`src/rtl/mux41_arb_pkg.sv`:
```
// Shared types and helpers for the MUX41 round-robin select arbiter.
package mux41_arb_pkg;

    typedef enum logic [1:0] {
        ST_IDLE  = 2'd0,
        ST_GUARD = 2'd1,
        ST_OWN   = 2'd2
    } arb_state_e;

    localparam logic [1:0] SEL_D0 = 2'd0;
    localparam logic [1:0] SEL_D1 = 2'd1;
    localparam logic [1:0] SEL_D2 = 2'd2;
    localparam logic [1:0] SEL_D3 = 2'd3;

    // Map a 2-bit mux select index onto the matching one-hot grant vector.
    function automatic logic [3:0] idx2onehot(input logic [1:0] idx);
        logic [3:0] oh;
        case (idx)
            SEL_D0:  oh = 4'b0001;
            SEL_D1:  oh = 4'b0010;
            SEL_D2:  oh = 4'b0100;
            SEL_D3:  oh = 4'b1000;
            default: oh = 4'b0000;
        endcase
        return oh;
    endfunction

endpackage

```
`src/rtl/mux41_rr_arb_rr_pick4.sv`:
```
// Combinational round-robin pick: first eligible request starting at ptr_i.
module rr_pick4 (
    input  logic [3:0] req_i,
    input  logic [1:0] ptr_i,
    input  logic [3:0] mask_i,
    output logic       any_o,
    output logic [1:0] idx_o
);

    logic [3:0] elig_s;
    logic [3:0] rot_s;
    logic [1:0] off_s;

    // Rotate eligible requests so the pointer position lands on bit 0.
    always_comb begin
        elig_s = req_i & ~mask_i;
        case (ptr_i)
            2'd0:    rot_s = elig_s;
            2'd1:    rot_s = {elig_s[0],   elig_s[3:1]};
            2'd2:    rot_s = {elig_s[1:0], elig_s[3:2]};
            2'd3:    rot_s = {elig_s[2:0], elig_s[3]};
            default: rot_s = elig_s;
        endcase
    end

    // Find the first set bit of the rotated vector and undo the rotation.
    always_comb begin
        any_o = 1'b1;
        off_s = 2'd0;
        casez (rot_s)
            4'b???1: off_s = 2'd0;
            4'b??10: off_s = 2'd1;
            4'b?100: off_s = 2'd2;
            4'b1000: off_s = 2'd3;
            default: begin
                any_o = 1'b0;
                off_s = 2'd0;
            end
        endcase
        idx_o = ptr_i + off_s;
    end

endmodule

```
`src/rtl/mux41_rr_arb.sv`:
```
// Round-robin arbiter driving the select pins of a shared MUX41 primitive,
// with bounded tenure and an optional dead cycle on select changes.
module mux41_rr_arb
    import mux41_arb_pkg::*;
#(
    parameter int MAX_HOLD = 8,
    parameter int GUARD    = 1
) (
    input  logic       clk_i,
    input  logic       rst_i,
    input  logic [3:0] req_i,
    output logic [3:0] gnt_o,
    output logic       sd1_o,
    output logic       sd2_o,
    output logic       active_o
);

    localparam int             HCW      = $clog2(MAX_HOLD + 1);
    localparam logic [HCW-1:0] HC_MAX   = HCW'(MAX_HOLD);
    localparam logic [HCW-1:0] HC_ONE   = HCW'(1);
    localparam logic           GUARD_EN = (GUARD != 0);

    arb_state_e     state_q;
    logic [1:0]     ptr_q;
    logic [1:0]     w_q;
    logic [1:0]     sel_q;
    logic [HCW-1:0] hc_q;
    logic [3:0]     gnt_q;
    logic           active_q;

    logic [3:0] own_oh_s;
    logic [1:0] pick_ptr_s;
    logic [3:0] pick_mask_s;
    logic       pick_any_s;
    logic [1:0] pick_idx_s;
    logic       at_limit_s;
    logic       rivals_s;
    logic       release_s;
    logic       need_guard_s;

    // Choose arbitration context: plain scan when idle, owner masked and
    // pointer advanced past the owner when deciding a handover.
    always_comb begin
        own_oh_s = idx2onehot(w_q);
        if (state_q == ST_OWN) begin
            pick_ptr_s  = w_q + 2'd1;
            pick_mask_s = own_oh_s;
        end else begin
            pick_ptr_s  = ptr_q;
            pick_mask_s = 4'b0000;
        end
        at_limit_s   = (hc_q == HC_MAX);
        rivals_s     = |(req_i & ~own_oh_s);
        release_s    = ~req_i[w_q] | (at_limit_s & rivals_s);
        need_guard_s = GUARD_EN & (pick_idx_s != sel_q);
    end

    rr_pick4 u_pick (
        .req_i  (req_i),
        .ptr_i  (pick_ptr_s),
        .mask_i (pick_mask_s),
        .any_o  (pick_any_s),
        .idx_o  (pick_idx_s)
    );

    // Arbitration FSM with registered grant, select and active outputs.
    always_ff @(posedge clk_i) begin
        if (rst_i) begin
            state_q  <= ST_IDLE;
            ptr_q    <= 2'd0;
            w_q      <= 2'd0;
            sel_q    <= SEL_D0;
            hc_q     <= '0;
            gnt_q    <= 4'b0000;
            active_q <= 1'b0;
        end else begin
            case (state_q)
                ST_IDLE: begin
                    if (pick_any_s) begin
                        w_q   <= pick_idx_s;
                        sel_q <= pick_idx_s;
                        if (need_guard_s) begin
                            state_q  <= ST_GUARD;
                            gnt_q    <= 4'b0000;
                            active_q <= 1'b0;
                        end else begin
                            state_q  <= ST_OWN;
                            gnt_q    <= idx2onehot(pick_idx_s);
                            active_q <= 1'b1;
                            hc_q     <= HC_ONE;
                        end
                    end else begin
                        gnt_q    <= 4'b0000;
                        active_q <= 1'b0;
                    end
                end
                ST_GUARD: begin
                    if (req_i[w_q]) begin
                        state_q  <= ST_OWN;
                        gnt_q    <= own_oh_s;
                        active_q <= 1'b1;
                        hc_q     <= HC_ONE;
                    end else begin
                        state_q  <= ST_IDLE;
                        gnt_q    <= 4'b0000;
                        active_q <= 1'b0;
                    end
                end
                ST_OWN: begin
                    if (release_s) begin
                        ptr_q <= w_q + 2'd1;
                        if (pick_any_s) begin
                            w_q   <= pick_idx_s;
                            sel_q <= pick_idx_s;
                            if (need_guard_s) begin
                                state_q  <= ST_GUARD;
                                gnt_q    <= 4'b0000;
                                active_q <= 1'b0;
                            end else begin
                                state_q  <= ST_OWN;
                                gnt_q    <= idx2onehot(pick_idx_s);
                                active_q <= 1'b1;
                                hc_q     <= HC_ONE;
                            end
                        end else begin
                            state_q  <= ST_IDLE;
                            gnt_q    <= 4'b0000;
                            active_q <= 1'b0;
                        end
                    end else begin
                        hc_q <= at_limit_s ? HC_ONE : (hc_q + HC_ONE);
                    end
                end
                default: begin
                    state_q  <= ST_IDLE;
                    gnt_q    <= 4'b0000;
                    active_q <= 1'b0;
                end
            endcase
        end
    end

    assign gnt_o    = gnt_q;
    assign sd1_o    = sel_q[0];
    assign sd2_o    = sel_q[1];
    assign active_o = active_q;

endmodule

```
`config.mk`:
```
export PLATFORM = sky130hd
export DESIGN_NAME = mux41_rr_arb
export DESIGN_NICKNAME = d
export VERILOG_FILES = /design/src/rtl/mux41_arb_pkg.sv /design/src/rtl/mux41_rr_arb_rr_pick4.sv /design/src/rtl/mux41_rr_arb.sv
export SDC_FILE = /design/constraint.sdc
export NUM_CORES = 1
export LEC_CHECK = 0
export ABC_CLOCK_PERIOD_IN_PS = 3700
export CAP_MARGIN = 20
export CORE_ASPECT_RATIO = 0.9
export CORE_UTILIZATION = 59
export CTS_BUF_LIST = sky130_fd_sc_hd__clkbuf_4
export DETAILED_ROUTE_END_ITERATION = 16
export HOLD_SLACK_MARGIN = 0.12
export PLACE_DENSITY = 0.82
export SYNTH_ARGS = -nofsm -noshare
export SYNTH_HDL_FRONTEND = slang
export SYNTH_SLANG_ARGS = --single-unit
```
`constraint.sdc`:
```
create_clock -name clk_i -period 3.7 [get_ports clk_i]
set_input_delay 0.74 -clock clk_i [delete_from_list [all_inputs] [get_ports clk_i]]
set_output_delay 0.74 -clock clk_i [all_outputs]
set_load 0.1 [all_outputs]
```
# [Word-level counts from Yosys, hierarchy flattened]
# Cells that the tools add are included.
# W data, S select, Z words.
[word_totals] register_bits=17 in_bits=6 word_cells=86 out_inout_bits=7
[classes] n_lt_le_gt_ge=1 n_reduce_logical=12 n_eq_ne=19 add_sub_neg=3 bitwise_logic=7 n_mux=37
[op_table] op="$pmux W4 S4" n=3
[op_table] op="$mux W4" n=10
[op_table] op="$pmux W4 S3" n=2
[op_table] op="$mux W2" n=10
[op_table] op="$eq A2 B2 Y1 const B" n=8
[op_table] op="$pmux W2 S3" n=2
[op_table] op="$and A4 B4 Y4" n=2
[op_table] op="$eq A2 B1 Y1 const B" n=4
[op_table] op="$eq A4 B4 Y1 const B" n=2
[op_table] op="$logic_not A2 Y1" n=4
[op_table] op="$not A4 Y4" n=2
[op_table] op="$pmux W2 S2" n=2
[op_table] op="$reduce_and A2 Y1" n=4
[op_table] op="$reduce_or A4 Y1" n=2
[op_table] op="$mux W1" n=6
[op_table] op="$ne A2 B2 Y1 const B" n=3
[op_table] op="$add A4 B1 Y4 const B" n=1
[op_table] op="$eq A3 B3 Y1 const B" n=1
[op_table] op="$lt A2 B3 Y1 const B" n=1
[op_table] op="$pmux W1 S3" n=1
[op_table] op="$reduce_bool A3 Y1" n=1
[op_table] op="$add A2 B1 Y2 const B" n=1
[op_table] op="$add A2 B2 Y2" n=1
[op_table] op="$bmux W1 S2" n=1
[op_table] op="5 further kinds" n=5

# [Logic depth before layout (Yosys ltp)]
[logic_depth] depth_word=15 depth_mapped=15 ltp_nobuf=13

# [Hierarchy]
# Synthesis repeated with hierarchy kept, for this count alone.
[unflattened] cells_unflattened=164 hier_area_um2=1296.2
[modules_own_cells] module="mux41_rr_arb" cells_each=132 area_each_um2=1056.0 seq_area_each_um2=300.3 instances=1
[modules_own_cells] module="rr_pick4" cells_each=32 area_each_um2=240.2 seq_area_each_um2=0.0 instances=1

# [Worst setup path before layout]
# No wires, ideal clock.
[synth_timing] kind="register to register" start="reg w_q[1]" end="reg gnt_q[0] (netlist: gnt_o[0])" path_stages_with_launch=13 setup_time_ns=0.101 path_slack_ns=-0.127 n_path_buf=0 synth_period_minus_slack_ns=3.827 required_time_ns=3.599 t_arrival_ns=3.726 path_cell_list="dfxtp_1 > inv_1 > ha_1 > mux2_2 > o21ai_0 > o21ai_0 > a221oi_1 > a21oi_1 > ha_1 > xor2_1 > nor4_1 > nand2_1 > o41ai_2"
[synth_via] elab_chain_len=15 elab_cells_between_ends=42 cone_classes="add/sub: 2; eq/ne: 14; mux: 14; bitwise: 7; reduce/logical: 5"
[synth_lines] element="from (decl)" line_no="mux41_rr_arb.sv:25" rtl="logic [1:0] w_q;"
[synth_lines] element="from (signal assigned)" line_no="mux41_rr_arb.sv:80" rtl="w_q <= pick_idx_s;"
[synth_lines] element="from (signal assigned)" line_no="mux41_rr_arb.sv:113" rtl="w_q <= pick_idx_s;"
[synth_lines] element="$eq A2 B2 Y1 (tied with other cells)" line_no="mux41_arb_pkg.sv:18" rtl="case (idx)"
[synth_lines] element="$pmux W4 S4" line_no="mux41_arb_pkg.sv:18"
[synth_lines] element="$mux W4" line_no="mux41_rr_arb.sv:45" rtl="if (state_q == ST_OWN) begin"
[synth_lines] element="$not A4 Y4" line_no="mux41_rr_arb_rr_pick4.sv:16" rtl="elig_s = req_i & ~mask_i;"
[synth_lines] element="$and A4 B4 Y4" line_no="mux41_rr_arb_rr_pick4.sv:16"
[synth_lines] element="$pmux W4 S4 (*)" line_no="mux41_rr_arb_rr_pick4.sv:17" rtl="case (ptr_i)"
[synth_lines] element="$eq A4 B4 Y1 (tied with other cells)" line_no="mux41_rr_arb_rr_pick4.sv:30" rtl="casez (rot_s)"
[synth_lines] element="$pmux W2 S3 (*)" line_no="mux41_rr_arb_rr_pick4.sv:30"
[synth_lines] element="$add A2 B2 Y2 (*)" line_no="mux41_rr_arb_rr_pick4.sv:40" rtl="idx_o = ptr_i + off_s;"
[synth_lines] element="net pick_idx_s[0]" line_no="mux41_rr_arb.sv:35" rtl="logic [1:0] pick_idx_s;"
[synth_lines] element="$eq A2 B2 Y1 (tied with other cells)" line_no="mux41_arb_pkg.sv:18"
[synth_lines] element="$pmux W4 S4" line_no="mux41_arb_pkg.sv:18"
[synth_lines] element="$mux W4 (*)" line_no="mux41_rr_arb.sv:115" rtl="if (need_guard_s) begin"
[synth_lines] element="$mux W4 (*)" line_no="mux41_rr_arb.sv:79" rtl="if (pick_any_s) begin"
[synth_lines] element="$mux W4" line_no="mux41_rr_arb.sv:110" rtl="if (release_s) begin"
[synth_lines] element="$pmux W4 S3 (*)" line_no="mux41_rr_arb.sv:77" rtl="case (state_q)"
[synth_lines] element="to (signal assigned)" line_no="mux41_rr_arb.sv:88" rtl="gnt_q <= idx2onehot(pick_idx_s);"
[synth_lines] element="to (signal assigned)" line_no="mux41_rr_arb.sv:100" rtl="gnt_q <= own_oh_s;"
[synth_lines] element="to (signal assigned)" line_no="mux41_rr_arb.sv:121" rtl="gnt_q <= idx2onehot(pick_idx_s);"
[synth_lines] element="to (decl)" line_no="mux41_rr_arb.sv:28" rtl="logic [3:0] gnt_q;"
# The timed path passes the listed nets; every way through them passes the cells marked *. The select of a mux whose other input is x is not followed.
# A chain may end at the register's enable or synchronous reset.

# [Final worst setup path]
[layout_timing] start="in req_i[1]" end="reg hc_q[3]"
[layout_via] elab_chain_len=10 elab_cells_between_ends=23 cone_classes="add/sub: 1; eq/ne: 5; mux: 9; bitwise: 5; reduce/logical: 3"
[layout_lines] element="from (decl)" line_no="mux41_rr_arb.sv:11" rtl="input logic [3:0] req_i,"
[layout_lines] element="$and A4 B4 Y4" line_no="mux41_rr_arb_rr_pick4.sv:16"
[layout_lines] element="$pmux W4 S4" line_no="mux41_rr_arb_rr_pick4.sv:17"
[layout_lines] element="$eq A4 B4 Y1 (tied with other cells)" line_no="mux41_rr_arb_rr_pick4.sv:30"
[layout_lines] element="$pmux W2 S3" line_no="mux41_rr_arb_rr_pick4.sv:30"
[layout_lines] element="$add A2 B2 Y2" line_no="mux41_rr_arb_rr_pick4.sv:40"
[layout_lines] element="$ne A2 B2 Y1" line_no="mux41_rr_arb.sv:55" rtl="need_guard_s = GUARD_EN & (pick_idx_s != sel_q);"
[layout_lines] element="$mux W4 (2 in a row)"
[layout_lines] element="$mux W4" line_no="mux41_rr_arb.sv:110"
[layout_lines] element="$pmux W4 S3" line_no="mux41_rr_arb.sv:77"
[layout_lines] element="to (signal assigned)" line_no="mux41_rr_arb.sv:131" rtl="hc_q <= at_limit_s ? HC_ONE : (hc_q + HC_ONE);"
[layout_lines] element="to (decl)" line_no="mux41_rr_arb.sv:27" rtl="logic [HCW-1:0] hc_q;"
# Several ways; a longest one is shown, not always the timed one. The select of a mux whose other input is x is not followed.

==> run_results.csv <==
group,metric,value,unit
status,outcome,"finished clean",
cts,post-cts-setup-buffer-count,0,
logic_synthesis,synthMuxAreaShare,0.0577,
timing,fmax,300,MHz
cts,cts.sinks,15,
floorplan,rows,16,
global_route,grt_use_total,0.295,
drt,drt_wl_total,3410,µm
timing,setup_violations,0,
timing,hold_viol,0,
cells_and_area,regArea,303,µm²
pwr,combinationalPowerShare,0.710,
cts,cts_hold_buffers,0,
global_route,grt_max_degree,17,
placement,port_buffers,12,
drt,antenna_left,0,
pwr,p_sw,673,µW
timing,rsz0062_at_grt,"no",
pwr,p_int,554,µW
cells_and_area,num_antenna_cells,0,
logic_synthesis,synth_area,1370,µm²
drt,viasPerCell,6.57,
cells_and_area,layout_common_cells,"inv_1, a21oi_1, o21ai_0, dfxtp_1, clkdlybuf4s50_1",
floorplan,die_y,47.6,µm
floorplan,dieArea,2510,µm²
cts,cts_root_buf,"clkbuf_4",
logic_synthesis,synth_top_family_by_area,"compound AO/OA/AOI/OAI gates",
logic_synthesis,syn_area_per_cell,8.27,µm²
cts,cts.htree.levels,1,
logic_synthesis,synth.distinct_cells,53,
worst_setup_path,path_max_fanout,5,
cts,clock_latency,290,ps
timing,period_needed,3340,ps
global_route,antenna_found_initial,0,
floorplan,start_util,0.626,
worst_setup_path,critical_path_class,"in2reg",
timing,fin_setup_tns,0,ps
drt,drt_first_pass_iters,4,
timing,whs,533,ps
global_route,grt_pass1_vias,1195,
cells_and_area,drive_gt1_frac,0.138,
job,cap_violations,0,
worst_setup_path,required,3840,ps
cells_and_area,syn_to_final_growth,13.2,%
timing,slew_headroom,0.349,
floorplan,die_x,52.7,µm
timing,finalCritPeriodShare,0.902,
cts,clockBufferDepth,2,
pwr,power_frac_clock,0.079,
placement,hpwlAfterDp,2600,µm
pwr,ir_worst_vdd,0.000671,V
logic_synthesis,synth_xor_area_frac,0.0312,
logic_synthesis,synth_edf_count,0,
cells_and_area,multi_input_area,990,µm²
logic_synthesis,synth-adder-area-share,0.101,
drt,drt_iter0_drc,36,
floorplan,core,2180,µm²
global_route,overflow,0,
logic_synthesis,syn_inst,165,
logic_synthesis,synth_seq_cells,15,
drt,wl_per_cell,16.4,µm
global_route,grt_first_pass_wirelength,5420,µm
timing,maxSlewViolCount,0,
logic_synthesis,syn_nets,182,
logic_synthesis,yosysWarnings,0,
drt,drcViolationCount,0,
logic_synthesis,synth-seq-area-share,0.220,
timing,skew,11.6,ps
logic_synthesis,synthArstFlopShare,0,
drt,routed-via-count,1366,
worst_hold_path,min_path_type,"reg2reg",
cells_and_area,fillers,172,
logic_synthesis,synth-simple-area-share,0.201,
cts,cts_tree,"built",
cells_and_area,nNetsFinal,199,
pwr,cellPowerDensity,794,nW/µm²
cts,numCtsBuffers,3,
pwr,leakage,0.000598,µW
cts,path_clk_slew,100,ps
floorplan,pin_count,13,
pwr,seqPwrFrac,0.212,
worst_setup_path,startpoint_type,"input port",
placement,gp_congestion,0.968,
logic_synthesis,synth_ff_type,"dfxtp_1",
cts,cts_resized,0,
pwr,swShare,0.548,
logic_synthesis,synth-compound-area-share,0.335,
timing,worst_pin_slew,974,ps
worst_setup_path,setup.worst_path.end_class,"register",
worst_setup_path,crit_arrival,3480,ps
## sequential cells by signal (all words and copies together) (netlist names)
| signal | count |
|---|---|
| ptr_q | 2 |
| hc_q | 4 |
| active_o | 1 |
| state_q | 2 |
| gnt_o | 4 |
| w_q | 2 |
## cell families (layout without fill, tap and decap cells)
| kind of cell | Yosys count | in the layout |
|---|---|---|
| compound gates | 62 | 62 |
| simple gates | 51 | 51 |
| buf+inv | 16 | 32 |
| flops | 15 | 15 |
| fa+ha+maj | 11 | 11 |
| mux | 6 | 6 |
| xor+xnor | 4 | 4 |
## metal layers
metal	GRT usage	vias to the layer above	wire (µm)
li1	-	657	-
met1	0.404	637	1540
met2	0.499	61	1580
met3	0.0317	11	234
met4	0.0789	0	57
met5	0	-	0
## worst max-delay path: stages
cell             delay, ps
clkdlybuf4s50_1        540
a21bo_1                260
o21ai_0                150
o21ai_0                100
a221oi_1               250
a21oi_1                 70
ha_1                   210
xnor2_2                160
xnor2_1                150
or3_4                  350
a211oi_2               350
o41ai_1                130
## power by group through the flow
stage | Combinational, µW | Clock [µW] | Sequential (µW)
after floorplan | 500 | 0 | 422
after global placement | 837 | 0 | 261
after detailed placement | 851 | 0 | 263
after CTS | 859 | 98.3 | 259
after global routing | 932 | 104 | 266
final | 871 | 96.4 | 260
## through the flow
step                      total power (µW)  instance area, µm²  setup slack (ps)  std cells   util
final                                 1230                1550               362        208  0.708
after CTS                             1220                1550               356        208  0.708
after global routing                  1300                1550               149        208  0.708
after detailed placement              1110                1520              61.3        204  0.696
after global placement                1100                1520               220        204  0.696
after floorplan                        923                1370               308        165      -
## Yosys cell counts, types with 3 or more instances
| cell type | instances | area (µm²) |
|---|---|---|
| nor2_1 | 9 | 33.8 |
| o41ai_1 | 3 | 26.3 |
| dfxtp_1 | 15 | 300 |
| nand2b_1 | 4 | 25.0 |
| and3_1 | 6 | 37.5 |
| a21oi_1 | 13 | 65.1 |
| ha_1 | 11 | 138 |
| nand2_1 | 10 | 37.5 |
| a21boi_0 | 3 | 22.5 |
| o21bai_1 | 3 | 22.5 |
| nand3_1 | 8 | 40.0 |
| inv_1 | 13 | 48.8 |
| a32oi_1 | 3 | 26.3 |
| o21ai_0 | 13 | 65.1 |
## worst paths after layout
path                           startpoint               endpoint  slack [ps]  cells after the start
setup reg to reg  state_q[0]$_SDFFE_PP0P_   hc_q[3]$_SDFFE_PP0P_         380                     13
hold / removal      ptr_q[0]$_SDFFE_PP0P_  ptr_q[0]$_SDFFE_PP0P_         530                      2
hold reg to reg     ptr_q[0]$_SDFFE_PP0P_  ptr_q[0]$_SDFFE_PP0P_         530                      2
setup / recovery                 req_i[1]   hc_q[3]$_SDFFE_PP0P_         360                     12
## final cells by class
class,instances,share of cell area
tap,27,0.0219
timing repair buffer,15,0.0923
inverter,13,0.0316
clock inverter,1,0.00324
sequential,15,0.196
multi-input combinational,134,0.640
clock buffer,3,0.0146
Power figures use the tool's default switching activity.
